<file path="config.mk">
export PLATFORM = sky130hd
export DESIGN_NAME = plaintext_packer
export DESIGN_NICKNAME = d
export VERILOG_FILES = /design/src/rtl/decryption_pkg.sv /design/src/rtl/packer_fifo.sv /design/src/rtl/plaintext_packer.sv
export SDC_FILE = /design/constraint.sdc
export NUM_CORES = 1
export LEC_CHECK = 0
export CORE_MARGIN = 8
export CORE_UTILIZATION = 36
export DETAILED_ROUTE_END_ITERATION = 12
export SYNTH_ARGS = -nofsm -noshare
export SYNTH_HDL_FRONTEND = slang
export SYNTH_HIERARCHICAL = 1
export SYNTH_SLANG_ARGS = --single-unit
</file>
<file path="constraint.sdc">
create_clock -name clk_sys -period 13 [get_ports clk_sys]
set_input_delay 3.9 -clock clk_sys [delete_from_list [all_inputs] [get_ports clk_sys]]
set_output_delay 3.9 -clock clk_sys [all_outputs]
set_load 0.02 [all_outputs]
</file>
<file path="src/rtl/decryption_pkg.sv">
// Shared widths and types for the plaintext output path.
package decryption_pkg;
    localparam int SYS_DWIDTH = 8;
    localparam int MST_DWIDTH = 32;
    localparam int LANES      = MST_DWIDTH / SYS_DWIDTH;

    typedef logic [LANES-1:0] be_t;
    typedef logic [1:0]       lane_idx_t;

    // Packer state doubles as the lane fill count (idx).
    typedef enum logic [1:0] {
        EMPTY = 2'd0,
        FILL1 = 2'd1,
        FILL2 = 2'd2,
        FILL3 = 2'd3
    } pack_state_e;

    typedef struct packed {
        logic [MST_DWIDTH-1:0] dat;
        be_t                   be;
    } word_t;

    // Byte enables for the first n lanes, MSB-first.
    function automatic be_t lanes_be(input logic [2:0] n);
        return be_t'(~(4'hF >> n));
    endfunction
endpackage

</file>
<file path="src/rtl/packer_fifo.sv">
// Synchronous first-word-fall-through FIFO; write is accepted when not full or on a same-cycle pop.
// rd_dat_o reads as zero while empty so the consumer never sees stale words.
module packer_fifo #(
    parameter int DEPTH = 8,
    parameter int WIDTH = 36,
    localparam int AW   = $clog2(DEPTH)
) (
    input  logic             clk_i,
    input  logic             rst_i,
    input  logic             wr_vld_i,
    input  logic [WIDTH-1:0] wr_dat_i,
    input  logic             rd_rdy_i,
    output logic             rd_vld_o,
    output logic [WIDTH-1:0] rd_dat_o,
    output logic             full_o,
    output logic             empty_o,
    output logic [AW:0]      cnt_o
);
    logic [WIDTH-1:0] mem_q [DEPTH];
    logic [AW:0]      wptr_q, wptr_d;
    logic [AW:0]      rptr_q, rptr_d;
    logic             pop;
    logic             push;

    assign empty_o  = (wptr_q == rptr_q);
    assign full_o   = (wptr_q[AW] != rptr_q[AW]) && (wptr_q[AW-1:0] == rptr_q[AW-1:0]);
    assign cnt_o    = wptr_q - rptr_q;
    assign rd_vld_o = !empty_o;
    assign rd_dat_o = empty_o ? '0 : mem_q[rptr_q[AW-1:0]];

    assign pop    = !empty_o && rd_rdy_i;
    assign push   = wr_vld_i && (!full_o || pop);
    assign wptr_d = push ? wptr_q + 1'b1 : wptr_q;
    assign rptr_d = pop  ? rptr_q + 1'b1 : rptr_q;

    always_ff @(posedge clk_i) begin
        if (rst_i) begin
            wptr_q <= '0;
            rptr_q <= '0;
        end else begin
            wptr_q <= wptr_d;
            rptr_q <= rptr_d;
        end
    end

    always_ff @(posedge clk_i) begin
        if (push) begin
            mem_q[wptr_q[AW-1:0]] <= wr_dat_i;
        end
    end
endmodule

</file>
<file path="src/rtl/plaintext_packer.sv">
// Packs the plaintext byte stream MSB-first into 32-bit words, queues them for a valid/ready consumer.
// Optional PACKER_BYTE_CNT_EN adds byte_cnt_o, a 16-bit count of accepted bytes.
module plaintext_packer
    import decryption_pkg::*;
#(
    parameter int DEPTH        = 8,
    parameter int AFULL_MARGIN = 2
) (
    input  logic                  clk_sys,
    input  logic                  rst,
    input  logic [SYS_DWIDTH-1:0] data_i,
    input  logic                  valid_i,
    input  logic                  flush_i,
    output logic [MST_DWIDTH-1:0] data_o,
    output be_t                   be_o,
    output logic                  valid_o,
    input  logic                  ready_i,
    output logic                  busy_o,
    output logic                  ovf_o,
    input  logic                  clr_ovf_i
`ifdef PACKER_BYTE_CNT_EN
    ,
    output logic [15:0]           byte_cnt_o
`endif
);
    localparam int AW = $clog2(DEPTH);

    pack_state_e           state_q, state_d;
    logic [MST_DWIDTH-1:0] acc_q, acc_d;
    logic [MST_DWIDTH-1:0] merged;
    lane_idx_t             lane;
    logic [2:0]            n_after;
    logic                  wr_req;
    word_t                 wr_word;
    word_t                 rd_word;
    logic                  fifo_full, fifo_empty;
    logic [AW:0]           fifo_cnt;
    logic                  wr_drop;
    logic                  busy_q, busy_d;
    logic                  ovf_q, ovf_d;

    assign lane    = 2'd3 - lane_idx_t'(state_q);
    assign n_after = {1'b0, state_q} + {2'b00, valid_i};

    always_comb begin
        merged = acc_q;
        if (valid_i) begin
            merged[int'(lane)*SYS_DWIDTH +: SYS_DWIDTH] = data_i;
        end
    end

    // acc is cleared whenever a word leaves, so unfilled lanes of a partial word read as zero.
    always_comb begin
        state_d = state_q;
        acc_d   = acc_q;
        wr_req  = 1'b0;
        wr_word = '0;
        if (n_after == 3'd4 || (flush_i && n_after != 3'd0)) begin
            wr_req      = 1'b1;
            wr_word.dat = merged;
            wr_word.be  = lanes_be(n_after);
            state_d     = EMPTY;
            acc_d       = '0;
        end else if (valid_i) begin
            state_d = pack_state_e'(n_after[1:0]);
            acc_d   = merged;
        end
    end

    always_ff @(posedge clk_sys) begin
        if (rst) begin
            state_q <= EMPTY;
            acc_q   <= '0;
        end else begin
            state_q <= state_d;
            acc_q   <= acc_d;
        end
    end

    packer_fifo #(
        .DEPTH (DEPTH),
        .WIDTH ($bits(word_t))
    ) u_fifo (
        .clk_i    (clk_sys),
        .rst_i    (rst),
        .wr_vld_i (wr_req),
        .wr_dat_i (wr_word),
        .rd_rdy_i (ready_i),
        .rd_vld_o (valid_o),
        .rd_dat_o (rd_word),
        .full_o   (fifo_full),
        .empty_o  (fifo_empty),
        .cnt_o    (fifo_cnt)
    );

    assign data_o  = rd_word.dat;
    assign be_o    = rd_word.be;
    assign wr_drop = wr_req && fifo_full && !(!fifo_empty && ready_i);

    assign busy_d = (DEPTH - int'(fifo_cnt)) <= AFULL_MARGIN;
    assign ovf_d  = wr_drop ? 1'b1 : (clr_ovf_i ? 1'b0 : ovf_q);

    always_ff @(posedge clk_sys) begin
        if (rst) begin
            busy_q <= 1'b0;
            ovf_q  <= 1'b0;
        end else begin
            busy_q <= busy_d;
            ovf_q  <= ovf_d;
        end
    end

    assign busy_o = busy_q;
    assign ovf_o  = ovf_q;

`ifdef PACKER_BYTE_CNT_EN
    logic [15:0] byte_cnt_q, byte_cnt_d;

    // A byte whose word is dropped on overflow is not counted.
    always_comb begin
        byte_cnt_d = byte_cnt_q;
        if (clr_ovf_i) begin
            byte_cnt_d = '0;
        end else if (valid_i && !wr_drop) begin
            byte_cnt_d = byte_cnt_q + 16'd1;
        end
    end

    always_ff @(posedge clk_sys) begin
        if (rst) begin
            byte_cnt_q <= '0;
        end else begin
            byte_cnt_q <= byte_cnt_d;
        end
    end

    assign byte_cnt_o = byte_cnt_q;
`endif
endmodule

</file>
==> results of run 1 <==
==> routing by layer <==
layer | vias up | wire (um) | track usage
met2 | 159 | 13400 | 0.211
met4 | 0 | 386 | 0.0329
li1 | 2936 | - | -
met5 | - | 0 | 0
met3 | 30 | 1370 | 0.0229
met1 | 3446 | 12500 | 0.181
==> synthesized netlist by cell type (all sizes together), types with 4 or more instances <==
cell    number  area, um^2
xnor2        6        71.3
ha          15         188
nor3         4        20.0
a22o        36         315
nand3        5        25.0
clkbuf      15        56.3
nor2        85         335
inv         19        71.3
nand2       13        58.8
buf         17         115
a22oi       30         225
o21ai        6        30.0
edfxtp     288        8650
a21oi        7        35.0
dfxtp       47         941
mux4        72        1620
==> cells by family after synthesis <==
group	count (synthesis)	synth area share
fa+ha+maj	16	0.0159
mux	74	0.126
flops	335	0.735
simple gates	120	0.0426
buf+inv	51	0.0186
compound gates	90	0.0546
xor+xnor	9	0.00748
==> cell usage in the layout (no fill, tap or decap), types with 5 or more instances in the layout <==
cell	count
edfxtp_1	288
nor2_1	79
mux4_2	72
clkdlybuf4s50_1	52
dfxtp_1	45
clkbuf_16	38
a22o_1	36
a22oi_1	30
inv_1	18
ha_1	15
buf_4	13
nand2_1	11
clkbuf_1	11
a21oi_1	7
o21ai_0	5
xnor2_1	5
nand3_1	5
nor2_4	5
==> worst paths after layout <==
kind / startpoint / to / slack (ns)
setup / recovery: flop / be_o[3] / 5.55
hold / removal: acc_q[27] / acc_q[27] / 0.52
setup reg to reg: state_q[0] / u_fifo/mem_q[6][13] / 9.64
hold reg to reg: acc_q[27] / acc_q[27] / 0.52
==> registers in the layout, indices dropped and copies added, names as in the netlist, named ones only <==
name and flops:
u_fifo/rptr_q 4, acc_q 32, u_fifo/mem_q 288, u_fifo/wptr_q 4, ovf_o 1, busy_o 1
state_q 2
==> through the flow <==
stage	worst slack [ns]	hold slack, ns	cells
finish	5.55	0.516	1249
global route	5.24	0.550	1249
CTS	5.41	0.517	1249
detailed placement	5.55	0.498	1189
global placement	5.60	0.489	1189
floorplan	4.78	0.463	695
==> final cells by class <==
type / instances / area [um^2] / share of cell area
tap: 461 / 577 / 0.0379
inverter: 19 / 71.3 / 0.00468
multi-input combinational: 309 / 3270 / 0.215
sequential: 335 / 9600 / 0.630
clock inverter: 11 / 98.8 / 0.00649
clock buffer: 49 / 992 / 0.0652
timing repair buffer: 65 / 618 / 0.0406
==> report_power, final <==
part | internal, uW | switching (uW) | total (uW)
logic | 195 | 219 | 414
registers | 1180 | 29.4 | 1210
clock network | 555 | 390 | 945
total | 1930 | 639 | 2570
==> worst reg2reg max path, stage by stage (launching register included) <==
cell      delay [ns]
dfxtp_1         0.54
ha_1            0.24
inv_1           0.05
ha_1            0.31
nor2_1          0.29
a21boi_4        0.09
inv_1           0.18
nand3_1         0.25
nor2_4          0.61
buf_4           0.46
==> impl_results.rst, run 1 <==
.. list-table::
   :header-rows: 1

   * - Metric
     - Value
   * - Die outline width
     - 206 um
   * - Worst Path Max Fanout
     - 41
   * - Critical path arrival
     - 3.55 ns
   * - Number of vias per cell
     - 5.26
   * - Share of synthesized registers carrying an async set or reset
     - 0
   * - Number of placement rows
     - 69
   * - Post-DP Area
     - 14100 um^2
   * - Number of inserted filler cells in the final layout
     - 3117
   * - DPL Wire Length
     - 16000 um
   * - Leftover overflow at the end of global routing
     - 0
   * - Fraction of layout instances using a drive strength above 1
     - 0.193
   * - Count of max-cap constraint violations
     - 0
   * - Clock Skews
     - 0.0220 ns
   * - Post-Synthesis Cells
     - 695
   * - Die boundary height
     - 206 um
   * - Cell count of the worst hold path
     - 2
   * - Global placer's final weighted congestion
     - 0.747
   * - Worst skew pair latency
     - 0.51 ns
   * - Kind of capture point of the worst setup path
     - output port
   * - Count of flip-flops with a built-in enable after synthesis
     - 288
   * - Global router's overall resource usage
     - 0.130
   * - Critical Setup Path Class
     - flop to output port
   * - Final Instance Area
     - 15200 um^2
   * - Post-synthesis sequential area ratio
     - 0.735
   * - Hold/Removal Path Class
     - flop to flop
   * - Cell leakage power
     - 0.00493 uW
   * - #FFs+latches synth
     - 335
   * - Hold violation count in the final report
     - 0
   * - Vias in the first global route
     - 6699
   * - Net count of the finished layout
     - 796
   * - Ordered list of cells on the worst path
     - buf_4 > mux4_2 > a22o_1 > clkdlybuf4s50_1
   * - Post-route DRC
     - 0
   * - Inserted Clock Buffers
     - 36
   * - Post-synthesis average cell area
     - 18.8 um^2
   * - Final setup violation count
     - 0
   * - # resized after CTS
     - 0
   * - Antenna violations before repair
     - 0
   * - Count of boundary I/O pins
     - 53
   * - Pre-Repair DR Iteration Count
     - 6
   * - Ant diodes
     - 0
   * - Initial Util
     - 0.366
   * - Setup TNS
     - 0 ns
   * - Number of buffers inserted by hold repair at cts
     - 0
   * - Worst rel slew slack
     - 0.340
   * - Total power consumption of the routed design
     - 2570 uW
   * - Cell count along the critical path
     - 4
   * - Post-route clock period utilization
     - 0.573
   * - Residual antenna-violating net count after detailed routing
     - 0
   * - Primary FF master, synth
     - edfxtp_1
   * - Final design utilization
     - 0.427
   * - Clock tree from TritonCTS
     - built
   * - Aggregate routed wire length
     - 27600 um
   * - Htree depth
     - 2
   * - Peak supply drop
     - 0.0854 mV
   * - Area overhead of the layout relative to synthesis
     - 16.7%
   * - First-pass GRT wire length
     - 41600 um
   * - Port Buffers
     - 52
   * - CP required
     - 9.10 ns
   * - Synthesized cell area
     - 13000 um^2
   * - Post-CTS clock slew at the launch and capture registers of the worst setup and hold paths
     - 0.05 ns
   * - Run status
     - completed
   * - Worst-margin pin slew
     - 0.983 ns
   * - Critical path's largest stage delay
     - 0.80 ns
   * - Net count of the mapped netlist
     - 725
   * - Placeable Area
     - 35700 um^2
   * - Total power per unit cell area
     - 169 nW/um^2
   * - Upper clock frequency limit
     - 134 MHz
   * - Cell type group with the largest total delay on the critical path
     - buffers and inverters
   * - Unrepaired setup endpoints after global routing
     - false
   * - Die Area
     - 42600 um^2
   * - Final critical delay including setup and external delays
     - 7.45 ns
   * - Number of cell instances on the worst register-to-register path
     - 9
   * - Critical path buffers and inverters
     - 2
   * - Clk sink count
     - 335
   * - Final count of pins violating max slew
     - 0
   * - Maximum number of pins on one net before global-route repair
     - 42
   * - Buffers from clock root to sink, at most
     - 3
   * - Number of warnings issued by yosys
     - 6
   * - Crit-path slowest cell
     - dfxtp_4
   * - Critical path startpoint category
     - flop
   * - Buffers inserted by post-CTS timing repair
     - 0
   * - Master cell of the clock root buffer
     - clkbuf_16
   * - Routed vias
     - 6571
   * - Per-cell routed wire length
     - 22.1 um
   * - Initial DRC Count
     - 437
   * - Number of unique standard cell types used by synthesis
     - 48
Power figures use the tool's default switching activity.
==> run 2: changes to the inputs <==
Clock period 13 ns to 6.95 ns, I/O delays scaled along.
==> run 2 against run 1 <==
Setup slack worse by 4.0 ns. Core utilization is 0.15 points lower. Register-to-register slack worse by 6.0 ns. Wire length hardly changed. Worst hold slack better by 0.0051 ns. Global-route usage hardly changed. Power is 83% higher. Clock power is 76% higher. Clock skew is 0.012 ns lower. Largest power group unchanged. Critical path depth is 4 higher. Critical path type unchanged.
==> impl_results.rst, run 2 (synthesis results as in run 1) <==
.. list-table::
   :header-rows: 1

   * - Metric
     - Value
   * - # resized after CTS
     - 0 (unchanged)
   * - Number of buffers inserted by hold repair at cts
     - 0 (unchanged)
   * - Hold/Removal Path Class
     - flop to flop
   * - Hold violation count in the final report
     - 0 (unchanged)
   * - Kind of capture point of the worst setup path
     - output port
   * - Post-CTS clock slew at the launch and capture registers of the worst setup and hold paths
     - 0.06 ns (about the same)
   * - # placed instances
     - 1189 (unchanged)
   * - Post-route DRC
     - 0 (unchanged)
   * - Inserted Clock Buffers
     - 35 (-2.8%)
   * - Port Buffers
     - 52 (unchanged)
   * - Master cell of the clock root buffer
     - clkbuf_16
   * - Final design utilization
     - 0.426 (-0.00154)
   * - Placeable Area
     - 35700 um^2 (unchanged)
   * - Peak supply drop
     - 0.137 mV (+61%)
   * - Worst skew pair latency
     - 0.50 ns (about the same)
   * - Antenna violations before repair
     - 1 (+1)
   * - Most used cells in the layout excluding fill and tap cells
     - edfxtp_1, nor2_1, mux4_2
   * - Initial DRC Count
     - 504 (+15%)
   * - Final count of pins violating max slew
     - 0 (unchanged)
   * - Clk sink count
     - 335 (unchanged)
   * - Upper clock frequency limit
     - 185 MHz
   * - Initial Util
     - 0.366 (unchanged)
   * - Setup TNS
     - 0 ns (unchanged)
   * - Die boundary height
     - 206 um (unchanged)
   * - Per-cell routed wire length
     - 22.0 um (-0.25%)
   * - First-pass GRT wire length
     - 41900 um (+0.73%)
   * - Global router's overall resource usage
     - 0.130 (+0.000182)
   * - Residual antenna-violating net count after detailed routing
     - 0 (unchanged)
   * - Number of placement rows
     - 69 (unchanged)
   * - Net count of the finished layout
     - 795 (-0.13%)
   * - Routed vias
     - 6580 (+0.14%)
   * - Worst rel slew slack
     - 0.356 (+0.0162)
   * - Max reg flops
     - 288 (unchanged)
   * - Vias in the first global route
     - 6874 (+2.6%)
   * - Aggregate routed wire length
     - 27500 um (about the same)
   * - Run status
     - completed
   * - Fraction of layout instances using a drive strength above 1
     - 0.189 (-0.00429)
   * - Maximum number of pins on one net before global-route repair
     - 60 (+43%)
   * - DPL Wire Length
     - 16100 um (+0.58%)
   * - Number of vias per cell
     - 5.26 (about the same)
   * - Critical Setup Path Class
     - flop to output port
   * - Cell leakage power
     - 0.00491 uW (-0.48%)
   * - Post-DP Area
     - 14200 um^2 (+0.18%)
   * - Htree depth
     - 2 (unchanged)
   * - Clock Skews
     - 0.00985 ns (-0.0121 ns)
   * - CP required
     - 4.87 ns (-4.23 ns)
   * - Critical path arrival
     - 3.33 ns (-0.22 ns)
   * - Final Instance Area
     - 15200 um^2 (-0.36%)
   * - Final critical delay including setup and external delays
     - 5.41 ns
   * - Die Area
     - 42600 um^2 (unchanged)
   * - Buffers inserted by post-CTS timing repair
     - 0 (unchanged)
   * - Worst-margin pin slew
     - 0.966 ns (-0.0167 ns)
   * - Critical path startpoint category
     - flop
   * - Number of standard cells in the layout, taps in and fillers out
     - 1251 (+0.16%)
   * - Count of max-cap constraint violations
     - 0 (unchanged)
   * - Count of boundary I/O pins
     - 53 (unchanged)
   * - Worst Path Max Fanout
     - 36 (-12%)
   * - Die outline width
     - 206 um (unchanged)
   * - Leading cell type in the layout, fill and taps excluded
     - edfxtp_1
   * - Pre-Repair DR Iteration Count
     - 7 (+1)
   * - Leftover overflow at the end of global routing
     - 0 (unchanged)
   * - Ant diodes
     - 0 (unchanged)
   * - Total power per unit cell area
     - 310 nW/um^2 (+84%)
   * - Final setup violation count
     - 0 (unchanged)
   * - Area overhead of the layout relative to synthesis
     - 16.3%
   * - Clock tree from TritonCTS
     - built
   * - Global placer's final weighted congestion
     - 0.731 (-2.1%)
   * - Post-route clock period utilization
     - 0.779
   * - Buffers from clock root to sink, at most
     - 3 (unchanged)
   * - Unrepaired setup endpoints after global routing
     - false
==> run 2: layout make-up <==
class / instances / area, um^2
tap: 461 / 577
clock inverter: 10 / 51.3
multi-input combinational: 309 / 3270
inverter: 19 / 71.3
clock buffer: 52 / 960
fill: 3136 / 20500
sequential: 335 / 9600
timing repair buffer: 65 / 643
==> run 2: path summary, 6_finish.rpt <==
| path | start | to | slack, ns | cells after the start |
|---|---|---|---|---|
| worst min register to register | acc_q[8] | acc_q[8] | 0.52 | 2 |
| worst max-delay path | u_fifo/wptr_q[0] | be_o[3] | 1.54 | 8 |
| worst min-delay path | acc_q[8] | acc_q[8] | 0.52 | 2 |
| worst max register to register | state_q[0] | u_fifo/mem_q[5][13] | 3.62 | 9 |
==> run 2: routing by layer <==
| metal | up-vias | wire [um] | GRT usage |
|---|---|---|---|
| met5 | - | 13 | 0 |
| li1 | 2936 | - | - |
| met3 | 27 | 1300 | 0.0240 |
| met4 | 2 | 272 | 0.0290 |
| met1 | 3457 | 12400 | 0.180 |
| met2 | 158 | 13500 | 0.213 |
==> run 2: per-stage QoR <==
stage                     hold slack [ns]  worst slack, ns  power (uW)
after detailed placement            0.502             1.31        3100
after global routing                0.542             1.40        4880
after CTS                           0.525             1.50        4770
after global placement              0.492             1.44        3100
final                               0.521             1.54        4700
after floorplan                     0.463            0.549        2800
==> run 2: report_power, final <==
part	internal, uW	switching (uW)	total (uW)
combinational	370	400	770
sequential	2210	60.3	2270
clock	956	707	1660
==> run 2: critical path, stage by stage, from the launching register on <==
cell,delay (ns)
dfxtp_1,0.45
inv_1,0.18
ha_1,0.36
and3_1,0.19
nand2_4,0.10
inv_2,0.06
nor2_8,0.55
a22o_1,0.30
clkdlybuf4s50_1,0.63
